--- config.mk ---
export PLATFORM = sky130hd
export DESIGN_NAME = stopwatch_timekeeper_flat
export DESIGN_NICKNAME = d
export VERILOG_FILES = /design/src/rtl/stopwatch_timekeeper_if.sv /design/src/rtl/stopwatch_timekeeper.sv /design/src/flat_wrapper.sv
export SDC_FILE = /design/constraint.sdc
export NUM_CORES = 1
export LEC_CHECK = 0
export CAP_MARGIN = 25
export CORE_MARGIN = 2
export CORE_UTILIZATION = 45
export CTS_BUF_LIST = sky130_fd_sc_hd__clkbuf_4 sky130_fd_sc_hd__clkbuf_8 sky130_fd_sc_hd__clkbuf_16
export DETAILED_ROUTE_END_ITERATION = 10
export PLACE_DENSITY_LB_ADDON = 0.25
export SYNTH_ARGS = -nofsm -noshare
export SYNTH_HDL_FRONTEND = slang
export SYNTH_SLANG_ARGS = --single-unit
--- constraint.sdc ---
create_clock -name clk_i -period 8.3 [get_ports clk_i]
set_input_delay 1.66 -clock clk_i [delete_from_list [all_inputs] [get_ports clk_i]]
set_output_delay 1.66 -clock clk_i [all_outputs]
set_load 0.01 [all_outputs]
--- src/rtl/stopwatch_timekeeper_if.sv ---
// rtl/stopwatch_timekeeper_if.sv - button and display signal bundle for the stopwatch timekeeper
interface stopwatch_timekeeper_if #(
  parameter int NUMBER_OF_DIGITS = 4
);
  // Debounced button levels from the front panel
  logic                          start_stop;
  logic                          clear;
  logic                          set_button;
  logic                          select;
  logic                          increment;
  // Registered state presented to the display multiplexer
  logic [NUMBER_OF_DIGITS*4-1:0] number;
  logic                          set_mode;
  logic [7:0]                    selected_digit;
  logic                          running;
  logic                          rollover;

  modport master (
    output start_stop, clear, set_button, select, increment,
    input  number, set_mode, selected_digit, running, rollover
  );

  modport slave (
    input  start_stop, clear, set_button, select, increment,
    output number, set_mode, selected_digit, running, rollover
  );
endinterface

--- src/rtl/stopwatch_timekeeper.sv ---
// rtl/stopwatch_timekeeper.sv - stopwatch tick prescaler, BCD digit chain and stopped/running/set FSM
module stopwatch_timekeeper #(
  parameter int NUMBER_OF_DIGITS            = 4,
  parameter int TICK_RATE_IN_HZ             = 100,
  parameter int BOARD_CLOCK_FREQUENCY_IN_HZ = 100_000_000
) (
  input  logic                 clk_i,
  input  logic                 rst_ni,
  stopwatch_timekeeper_if.slave bus
);

  localparam int DIV = BOARD_CLOCK_FREQUENCY_IN_HZ / TICK_RATE_IN_HZ;
  localparam int PW  = $clog2(DIV);
  localparam int NW  = NUMBER_OF_DIGITS * 4;
  localparam logic [PW-1:0] PRESC_MAX = PW'(DIV - 1);
  localparam logic [7:0]    SEL_MAX   = 8'(NUMBER_OF_DIGITS - 1);

  // Button bit positions inside the synchronizer vectors
  localparam int B_SS  = 0;
  localparam int B_CLR = 1;
  localparam int B_SET = 2;
  localparam int B_SEL = 3;
  localparam int B_INC = 4;

  typedef enum logic [1:0] {
    ST_STOPPED = 2'd0,
    ST_RUNNING = 2'd1,
    ST_SET     = 2'd2
  } state_e;

  logic [4:0]    btn_raw;
  logic [4:0]    sync1_q, sync2_q, prev_q, edge_q;
  logic [1:0]    warm_q;

  state_e        state_q, state_d;
  logic [NW-1:0] number_q, number_d;
  logic [PW-1:0] presc_q, presc_d;
  logic [7:0]    sel_q, sel_d;
  logic          rollover_q, rollover_d;

  logic          tick;
  logic [NW-1:0] inc_number;
  logic          wrap;
  logic [3:0]    sel_digit;

  assign btn_raw = {bus.increment, bus.select, bus.set_button, bus.clear, bus.start_stop};

  // Synchronize buttons and register one-cycle rising-edge pulses. Edges are
  // masked until the pipeline has refilled after reset, so a button held
  // through reset release must be released and pressed again to act.
  always_ff @(posedge clk_i or negedge rst_ni) begin
    if (!rst_ni) begin
      sync1_q <= '0;
      sync2_q <= '0;
      prev_q  <= '0;
      edge_q  <= '0;
      warm_q  <= '0;
    end else begin
      sync1_q <= btn_raw;
      sync2_q <= sync1_q;
      prev_q  <= sync2_q;
      warm_q  <= (warm_q == 2'd3) ? warm_q : warm_q + 2'd1;
      edge_q  <= (warm_q == 2'd3) ? (sync2_q & ~prev_q) : '0;
    end
  end

  // Tick detection and the fully-resolved +1 of the whole BCD chain
  always_comb begin
    logic carry;
    tick       = (state_q == ST_RUNNING) && (presc_q == PRESC_MAX);
    inc_number = number_q;
    carry      = 1'b1;
    for (int i = 0; i < NUMBER_OF_DIGITS; i++) begin
      if (carry) begin
        if (number_q[i*4 +: 4] == 4'd9) begin
          inc_number[i*4 +: 4] = 4'd0;
        end else begin
          inc_number[i*4 +: 4] = number_q[i*4 +: 4] + 4'd1;
          carry                = 1'b0;
        end
      end
    end
    wrap      = carry;
    sel_digit = number_q[int'(sel_q)*4 +: 4];
  end

  // State, count, prescaler and selection registers
  always_ff @(posedge clk_i or negedge rst_ni) begin
    if (!rst_ni) begin
      state_q    <= ST_STOPPED;
      number_q   <= '0;
      presc_q    <= '0;
      sel_q      <= '0;
      rollover_q <= 1'b0;
    end else begin
      state_q    <= state_d;
      number_q   <= number_d;
      presc_q    <= presc_d;
      sel_q      <= sel_d;
      rollover_q <= rollover_d;
    end
  end

  // Next-state logic; clear outranks mode changes, which outrank edits and ticks
  always_comb begin
    state_d    = state_q;
    number_d   = number_q;
    presc_d    = presc_q;
    sel_d      = sel_q;
    rollover_d = 1'b0;
    unique case (state_q)
      ST_STOPPED: begin
        presc_d = '0;
        if (edge_q[B_CLR]) number_d = '0;
        if (edge_q[B_SS]) begin
          state_d = ST_RUNNING;
        end else if (edge_q[B_SET]) begin
          state_d = ST_SET;
          sel_d   = '0;
        end
      end
      ST_RUNNING: begin
        if (tick) begin
          number_d   = inc_number;
          presc_d    = '0;
          rollover_d = wrap;
        end else begin
          presc_d = presc_q + 1'b1;
        end
        if (edge_q[B_CLR]) begin
          number_d   = '0;
          presc_d    = '0;
          rollover_d = 1'b0;
        end
        // A stop in the same cycle as a tick keeps the tick's result
        if (edge_q[B_SS]) begin
          state_d = ST_STOPPED;
          presc_d = '0;
        end
      end
      ST_SET: begin
        presc_d = '0;
        if (edge_q[B_CLR]) begin
          number_d = '0;
        end else if (edge_q[B_INC] && !edge_q[B_SET]) begin
          number_d[int'(sel_q)*4 +: 4] = (sel_digit == 4'd9) ? 4'd0 : sel_digit + 4'd1;
        end
        if (edge_q[B_SET]) begin
          state_d = ST_STOPPED;
          sel_d   = '0;
        end else if (edge_q[B_SEL] && !edge_q[B_INC] && !edge_q[B_CLR]) begin
          sel_d = (sel_q == SEL_MAX) ? 8'd0 : sel_q + 8'd1;
        end
      end
      default: begin
        state_d = ST_STOPPED;
      end
    endcase
  end

  assign bus.number         = number_q;
  assign bus.set_mode       = (state_q == ST_SET);
  assign bus.running        = (state_q == ST_RUNNING);
  assign bus.selected_digit = sel_q;
  assign bus.rollover       = rollover_q;

endmodule

--- src/flat_wrapper.sv ---
// flat-port wrapper written by rule: the top's interface ports become plain ports
module stopwatch_timekeeper_flat 
#(
  parameter int NUMBER_OF_DIGITS            = 4,
  parameter int TICK_RATE_IN_HZ             = 100,
  parameter int BOARD_CLOCK_FREQUENCY_IN_HZ = 100_000_000
)
  (clk_i, rst_ni, bus_start_stop, bus_clear, bus_set_button, bus_select, bus_increment, bus_number, bus_set_mode, bus_selected_digit, bus_running, bus_rollover);
  stopwatch_timekeeper_if #(.NUMBER_OF_DIGITS(NUMBER_OF_DIGITS)) bus_i ();
  input  logic clk_i;
  input  logic rst_ni;
  input wire logic [$bits(bus_i.start_stop)-1:0] bus_start_stop;
  input wire logic [$bits(bus_i.clear)-1:0] bus_clear;
  input wire logic [$bits(bus_i.set_button)-1:0] bus_set_button;
  input wire logic [$bits(bus_i.select)-1:0] bus_select;
  input wire logic [$bits(bus_i.increment)-1:0] bus_increment;
  output wire logic [$bits(bus_i.number)-1:0] bus_number;
  output wire logic [$bits(bus_i.set_mode)-1:0] bus_set_mode;
  output wire logic [$bits(bus_i.selected_digit)-1:0] bus_selected_digit;
  output wire logic [$bits(bus_i.running)-1:0] bus_running;
  output wire logic [$bits(bus_i.rollover)-1:0] bus_rollover;
  assign bus_i.start_stop = bus_start_stop;
  assign bus_i.clear = bus_clear;
  assign bus_i.set_button = bus_set_button;
  assign bus_i.select = bus_select;
  assign bus_i.increment = bus_increment;
  assign bus_number = bus_i.number;
  assign bus_set_mode = bus_i.set_mode;
  assign bus_selected_digit = bus_i.selected_digit;
  assign bus_running = bus_i.running;
  assign bus_rollover = bus_i.rollover;
  stopwatch_timekeeper #(.NUMBER_OF_DIGITS(NUMBER_OF_DIGITS), .TICK_RATE_IN_HZ(TICK_RATE_IN_HZ), .BOARD_CLOCK_FREQUENCY_IN_HZ(BOARD_CLOCK_FREQUENCY_IN_HZ)) u_core (.clk_i(clk_i), .rst_ni(rst_ni), .bus(bus_i));
endmodule
==> results of run 1 <==
-- cells by family (layout without fill, tap and decap cells) --
group / Yosys count / count (layout) / share of synthesized area [%]
simple gates: 183 / 183 / 23.5
flops: 69 / 69 / 41.6
mux: 14 / 14 / 4.61
compound gates: 117 / 117 / 18.6
buf+inv: 32 / 68 / 3.88
xor+xnor: 9 / 9 / 1.90
fa+ha+maj: 20 / 20 / 6.02
-- cell usage in the layout, fill, tap and decap left out, types with 12 or more instances in the layout --
cell type / synthesis / layout
dfrtp_1: 69 / 69
nand2_1: 44 / 44
nor2_1: 42 / 42
o21ai_0: 42 / 42
clkdlybuf4s50_1: 0 / 32
ha_1: 20 / 20
inv_1: 18 / 18
nand3_1: 17 / 17
a21oi_1: 15 / 15
nor2b_1: 12 / 12
o31ai_1: 12 / 12
-- per-layer routing --
layer,share of wire [%],track usage [%]
met1,46,27.2
met2,48,32.1
met3,4.5,2.65
met4,1.8,8.54
met5,0,0
-- path summary, 6_finish.rpt --
check                                             start  slack [ns]                   end  cells after the start
max in group asynchronous                        rst_ni        6.21      u_core.prev_q[2]                      2
setup / recovery                      u_core.state_q[1]        4.90           bus_running                      3
min in group asynchronous                        rst_ni        1.51  u_core.bus.number[4]                      2
hold reg to reg                       u_core.sync1_q[0]        0.35     u_core.sync2_q[0]                      0
setup reg to reg           u_core.bus.selected_digit[3]        5.23  u_core.bus.number[6]                      9
hold / removal                        u_core.sync1_q[0]        0.35     u_core.sync2_q[0]                      0
-- through the flow --
| stage | worst slack [ns] | cells | power (uW) | hold WS, ns | instance area (um^2) |
|---|---|---|---|---|---|
| 2_1_floorplan | 5.56 | 444 | 782 | 0.331 | 4160 |
| 3_3_place_gp | 5.33 | 575 | 887 | 0.333 | 4530 |
| 3_5_place_dp | 5.28 | 575 | 901 | 0.335 | 4530 |
| 4_1_cts | 4.88 | 591 | 1170 | 0.354 | 4720 |
| 5_1_grt | 4.81 | 591 | 1240 | 0.360 | 4720 |
| 6_report | 4.90 | 591 | 1160 | 0.353 | 4720 |
-- area by class of cell --
type / count / area, um^2
fillers: 827 / 4390
multi-input cells: 343 / 2270
flip-flops and latches: 69 / 1730
repair buffers: 34 / 333
well taps: 111 / 139
clock buffers: 9 / 124
inverters: 18 / 67.6
clock inverters: 7 / 63.8
-- worst max-delay path, delay by kind of cell, from the launching register on --
family,cells,cell delay [ns]
DFF,1,0.43
buffers and inverters,2,0.69
adders and majority gates,1,0.27
-- synth_stat cells (2+ instances only) --
cell	n	area, um^2
dfrtp_1	69	1730
nand2_1	44	165
nor2_1	42	158
o21ai_0	42	210
ha_1	20	250
inv_1	18	67.6
nand3_1	17	85.1
a21oi_1	15	75.1
nor2b_1	12	75.1
o31ai_1	12	90.1
and3_1	9	56.3
mux2i_1	9	90.1
nand2b_1	9	56.3
o22ai_1	7	43.8
nand3b_1	6	45.0
nor3_1	6	30.0
o21ai_1	6	30.0
xnor2_1	6	52.6
a22o_1	5	43.8
a31oi_1	5	31.3
clkbuf_1	5	18.8
nand4_1	5	31.3
and3b_1	4	35.0
buf_6	4	45.0
mux4_2	4	90.1
nor4_1	4	25.0
o2bb2ai_1	4	35.0
or2_2	4	25.0
a31o_2	3	26.3
and2_1	3	18.8
nor3b_1	3	22.5
or3_1	3	18.8
xor2_1	3	26.3
a32o_1	2	20.0
and4_1	2	17.5
buf_2	2	10.0
buf_4	2	15.0
nand4_2	2	25.0
o22a_1	2	17.5
o41ai_1	2	17.5
-- sequential cells by signal (all words and copies together), names as in the netlist --
name                       cells
u_core.bus.number             16
u_core.sync2_q                 5
u_core.state_q                 2
u_core.prev_q                  5
u_core.sync1_q                 5
u_core.presc_q                20
u_core.edge_q                  5
u_core.bus.rollover            1
u_core.warm_q                  2
u_core.bus.selected_digit      8
-- power breakdown --
part	switching [uW]	internal (uW)
logic	302	192
clock network	150	115
registers	44.8	359
==> impl_results.md, run 1 <==
- Status: finished clean
- Syn_nets: 471
- Transition time at the pin with the least slew margin: slightly below 1 ns
- Final Cycle Share: between 40% and 50%
- Number of antenna violations at the first check in global routing: 0
- Clock period minus final worst setup slack: between 3 and 4 ns
- Initial Util: a little under half
- Placeable core region: roughly 0.0091 mm^2
- Final GP Congestion: 0.912
- Drt via density: approximately 5.9
- Clock transition at the registers of the reported paths: about 0.090 ns
- Clock buffer count from CTS: 9
- Data required, critical path: ~6.6 ns
- Number of top-level pins: 34
- Clock tree from TritonCTS: built
- Endpoint class of the critical path: output port
- Die area: roughly 0.010 mm^2
- Sequence of cells on the critical path: inv_1, ha_1, clkdlybuf4s50_1
- Via count of the first global-routing pass: 3299
- Post-cts repair resize count: 0
- Post-synthesis average cell area: about 9.4 um^2
- Number of port buffers: 33
- Detailed Place HPWL: approximately 6500 um
- Worst VDD drop: ~0.14 mV
- Synth cell types: 62
- Fraction of registers with async set or reset after synthesis: between 90% and 100%
- Static Leak: between 0.0015 and 0.002 uW
- Fin nets: between 500 and 600
- Slowest stage cell, crit path: clkdlybuf4s50_1
- Cell count after synthesis: around 440
- Type of origin of the critical path: register
- Top FF cell, synth: dfrtp_1
- Synthesized cell area: ~0.0042 mm^2
- Fin util: approximately half
- Routed wire length: 9440 um
- Hold-fix buffer count after cts: 0
- P&R area growth vs syn: 13.6%
- Final worst clock skew: around 0.013 ns
- Normalized max-slew margin: about a third
- Min-Delay Path Class: register to register
- Die width: 100 um
- Setup violation total in the final timing report: 0
- Count of final hold-check violations: 0
- First drt pass iteration count: 5
- Register area share after synthesis: between 40% and 50%
- Clock insertion delay at the later pin of the skew report: about 0.35 ns
- Number of design-rule violations left by the first detailed-router iteration: 150
- Clock net sink count: between 60 and 70
- Clock tree buffer depth: 2
- H-tree level count: 3
- Global-route wire length before repair: approximately 16000 um
- Total count of max-transition violations in the final report: 0
- Ratio of cells with drive above 1 in the final layout: between 8 and 9%
- Number of enable flip-flop cells after synthesis: 0
- DRC violation count after routing: 0
- Total gr overflow: 0
- Worst Setup Path Type: register to output port
- Max Clk Rate: approximately 300 MHz
- Setup repair bufs after CTS: 0
- Delay of the slowest cell on the worst path: 0.57 ns
- Yosys synthesis warning count: 0
- Max cap viols: 0
- Overall via count from detail_route: 3475
- Arrival time of the worst setup path: 1.74 ns
- Final antenna diode count: 0
- Pin count of the biggest net entering global routing: 70
- Root cell of the clock tree: clkbuf_8
- Cell area power density: roughly 250 mW/mm^2
- Largest fanout on the critical path: 6
- Flops & latches, synth: between 60 and 70
- Antenna violation net count after detailed routing: 0
- Number of standard-cell rows in the floorplan: 35
- Post-detailed-route wirelength per cell: ~16 um
- Global-route usage over all layers: between 10% and 20%
- RSZ-0062 raised after global routing: false
- Final TNS setup: 0 ns
- Vertical die dimension: 100 um
Power figures use the tool's default switching activity.
==> run 2: changes to the inputs <==
- clock period: 8.3 -> 3.22 ns (I/O delays scaled with it)
==> impl_results.md, run 2 (synthesized netlist as in run 1, its figures left out) <==
- Number of standard-cell rows in the floorplan: 35
- Area of the multi-input gates: approximately 0.0023 mm^2
- Global-route wire length before repair: approximately 16000 um
- Worst Setup Path Type: register to register
- Vertical die dimension: 100 um
- Total gr overflow: 0
- Overall via count from detail_route: between 3000 and 4000
- Setup repair bufs after CTS: 0
- Total count of max-transition violations in the final report: 0
- Endpoint class of the critical path: register
- Hold-fix buffer count after cts: 0
- RSZ-0062 raised after global routing: false
- Number of antenna violations at the first check in global routing: 0
- Die area: 0.0100 mm^2
- Type of origin of the critical path: register
- Worst VDD drop: 0.281 mV
- Ratio of cells with drive above 1 in the final layout: between 10% and 20%
- Static Leak: 0.00197 uW
- Final GP Congestion: between 0.9 and 1
- Number of top-level pins: 34
- Number of port buffers: 33
- Arrival time of the worst setup path: approximately 3.1 ns
- Clock buffer count from CTS: 9
- Number of design-rule violations left by the first detailed-router iteration: approximately 130
- Normalized max-slew margin: 48.7%
- First drt pass iteration count: 4
- P&R area growth vs syn: 15.3%
- Placeable core region: 0.00911 mm^2
- Detailed Place HPWL: roughly 6900 um
- Worst slack at placement: 0.384 ns
- Clock insertion delay at the later pin of the skew report: between 0.3 and 0.4 ns
- Global-route usage over all layers: 20.5%
- Data required, critical path: around 3.5 ns
- Clock tree buffer depth: 2
- H-tree level count: 3
- Clock tree from TritonCTS: built
- Count of final hold-check violations: 0
- Routed wire length: about 9600 um
- Largest fanout on the critical path: 7
- Status: finished clean
- Drt via density: between 5 and 6
- Fin worst setup slack: 0.341 ns
- Setup violation total in the final timing report: 0
- Post-detailed-route wirelength per cell: about 16 um
- Commonest non-fill, non-tap cell in the layout: dfrtp_1
- Final worst clock skew: around 0.015 ns
- Area of all sequential standard cells: approximately 0.0017 mm^2
- Max Clk Rate: 347 MHz
- Final Cycle Share: between 80% and 90%
- Final antenna diode count: 0
- Post-cts repair resize count: 0
- Commonest non-fill, non-tap cells in the layout: dfrtp_1 (69), nand2_1 (44), nor2_1 (42), o21ai_0 (42), clkdlybuf4s50_1 (32)
- Reg with most FFs: u_core.presc_q
- Clock period minus final worst setup slack: about 2.9 ns
- Pin count of the biggest net entering global routing: 37
- Fin nets: a little over 500
- Final TNS setup: 0 ns
- Antenna violation net count after detailed routing: 0
- DRC violation count after routing: 0
- Via count of the first global-routing pass: about 3300
- Root cell of the clock tree: clkbuf_8
- Clock net sink count: 69
- Clock transition at the registers of the reported paths: about 0.10 ns
- Hold Slack: roughly 0.27 ns
- Min-Delay Path Class: primary input to asynchronous set/reset pin
- Max cap viols: 0
- Count of fill cells added during filler insertion: between 800 and 900
- Transition time at the pin with the least slew margin: roughly 0.77 ns
- Die width: about 100 um
- Number of flip-flops under the largest register name: 20
- Cell area power density: between 600 and 700 mW/mm^2
- Initial Util: 45.6%
## run 2: cell types whose count changed in the layout (fill, tap and decap cells not counted), sizes merged
cell | before | now
clkinvlp | 2 | 1
inv | 22 | 23
buf | 2 | 10
## run 2: layout make-up
type,count,share of cell area [%]
Tap cell,111,2.90
Clock buffer,9,2.58
Inverter,18,1.41
Timing Repair Buffer,42,8.20
Sequential cell,69,36.0
Multi-Input combinational cell,343,47.3
Clock inverter,7,1.57
## run 2: metrics by stage
stage | instances | total power, uW | utilization (%) | area, um^2
2_1_floorplan | 444 | 2020 | - | 4160
3_3_place_gp | 583 | 2310 | 50.4 | 4590
3_5_place_dp | 583 | 2340 | 50.4 | 4590
4_1_cts | 599 | 3070 | 52.6 | 4790
5_1_grt | 599 | 3250 | 52.6 | 4790
6_report | 599 | 3040 | 52.6 | 4790
## run 2: layer usage
metal / up-vias / share of wire [%] / track usage (%)
li1: 1689 / - / -
met1: 1639 / 45 / 27.0
met2: 87 / 49 / 34.4
met3: 13 / 4.9 / 4.60
met4: 0 / 1.3 / 5.80
met5: - / 0 / 0
## run 2: where the power goes
part / switching [uW] / leakage (uW) / internal, uW
combinational: 796 / 0.000965 / 522
sequential: 82.2 / 0.000909 / 926
clock: 411 / 0.0000990 / 307
## run 2: critical path, stage by stage, from the launching register on
cell and delay [ns]:
dfrtp_1 0.45, or2_2 0.37, nor4_1 0.26, ha_1 0.29, nor4b_1 0.32, nand3_1 0.17
o21ai_4 0.12, nand4_2 0.25, a31o_2 0.32, a22o_1 0.23
## run 2: worst paths after layout
path                                              start                    to  slack, ns  depth (start not counted)
max in group asynchronous                        rst_ni      u_core.edge_q[4]       2.16                          2
min in group clk_i                    u_core.sync1_q[4]     u_core.sync2_q[4]       0.36                          0
max                        u_core.bus.selected_digit[5]  u_core.bus.number[6]       0.34                          9
max reg2reg                u_core.bus.selected_digit[5]  u_core.bus.number[6]       0.34                          9
min                                              rst_ni     u_core.presc_q[0]       0.27                          1
min reg2reg                           u_core.sync1_q[4]     u_core.sync2_q[4]       0.36                          0
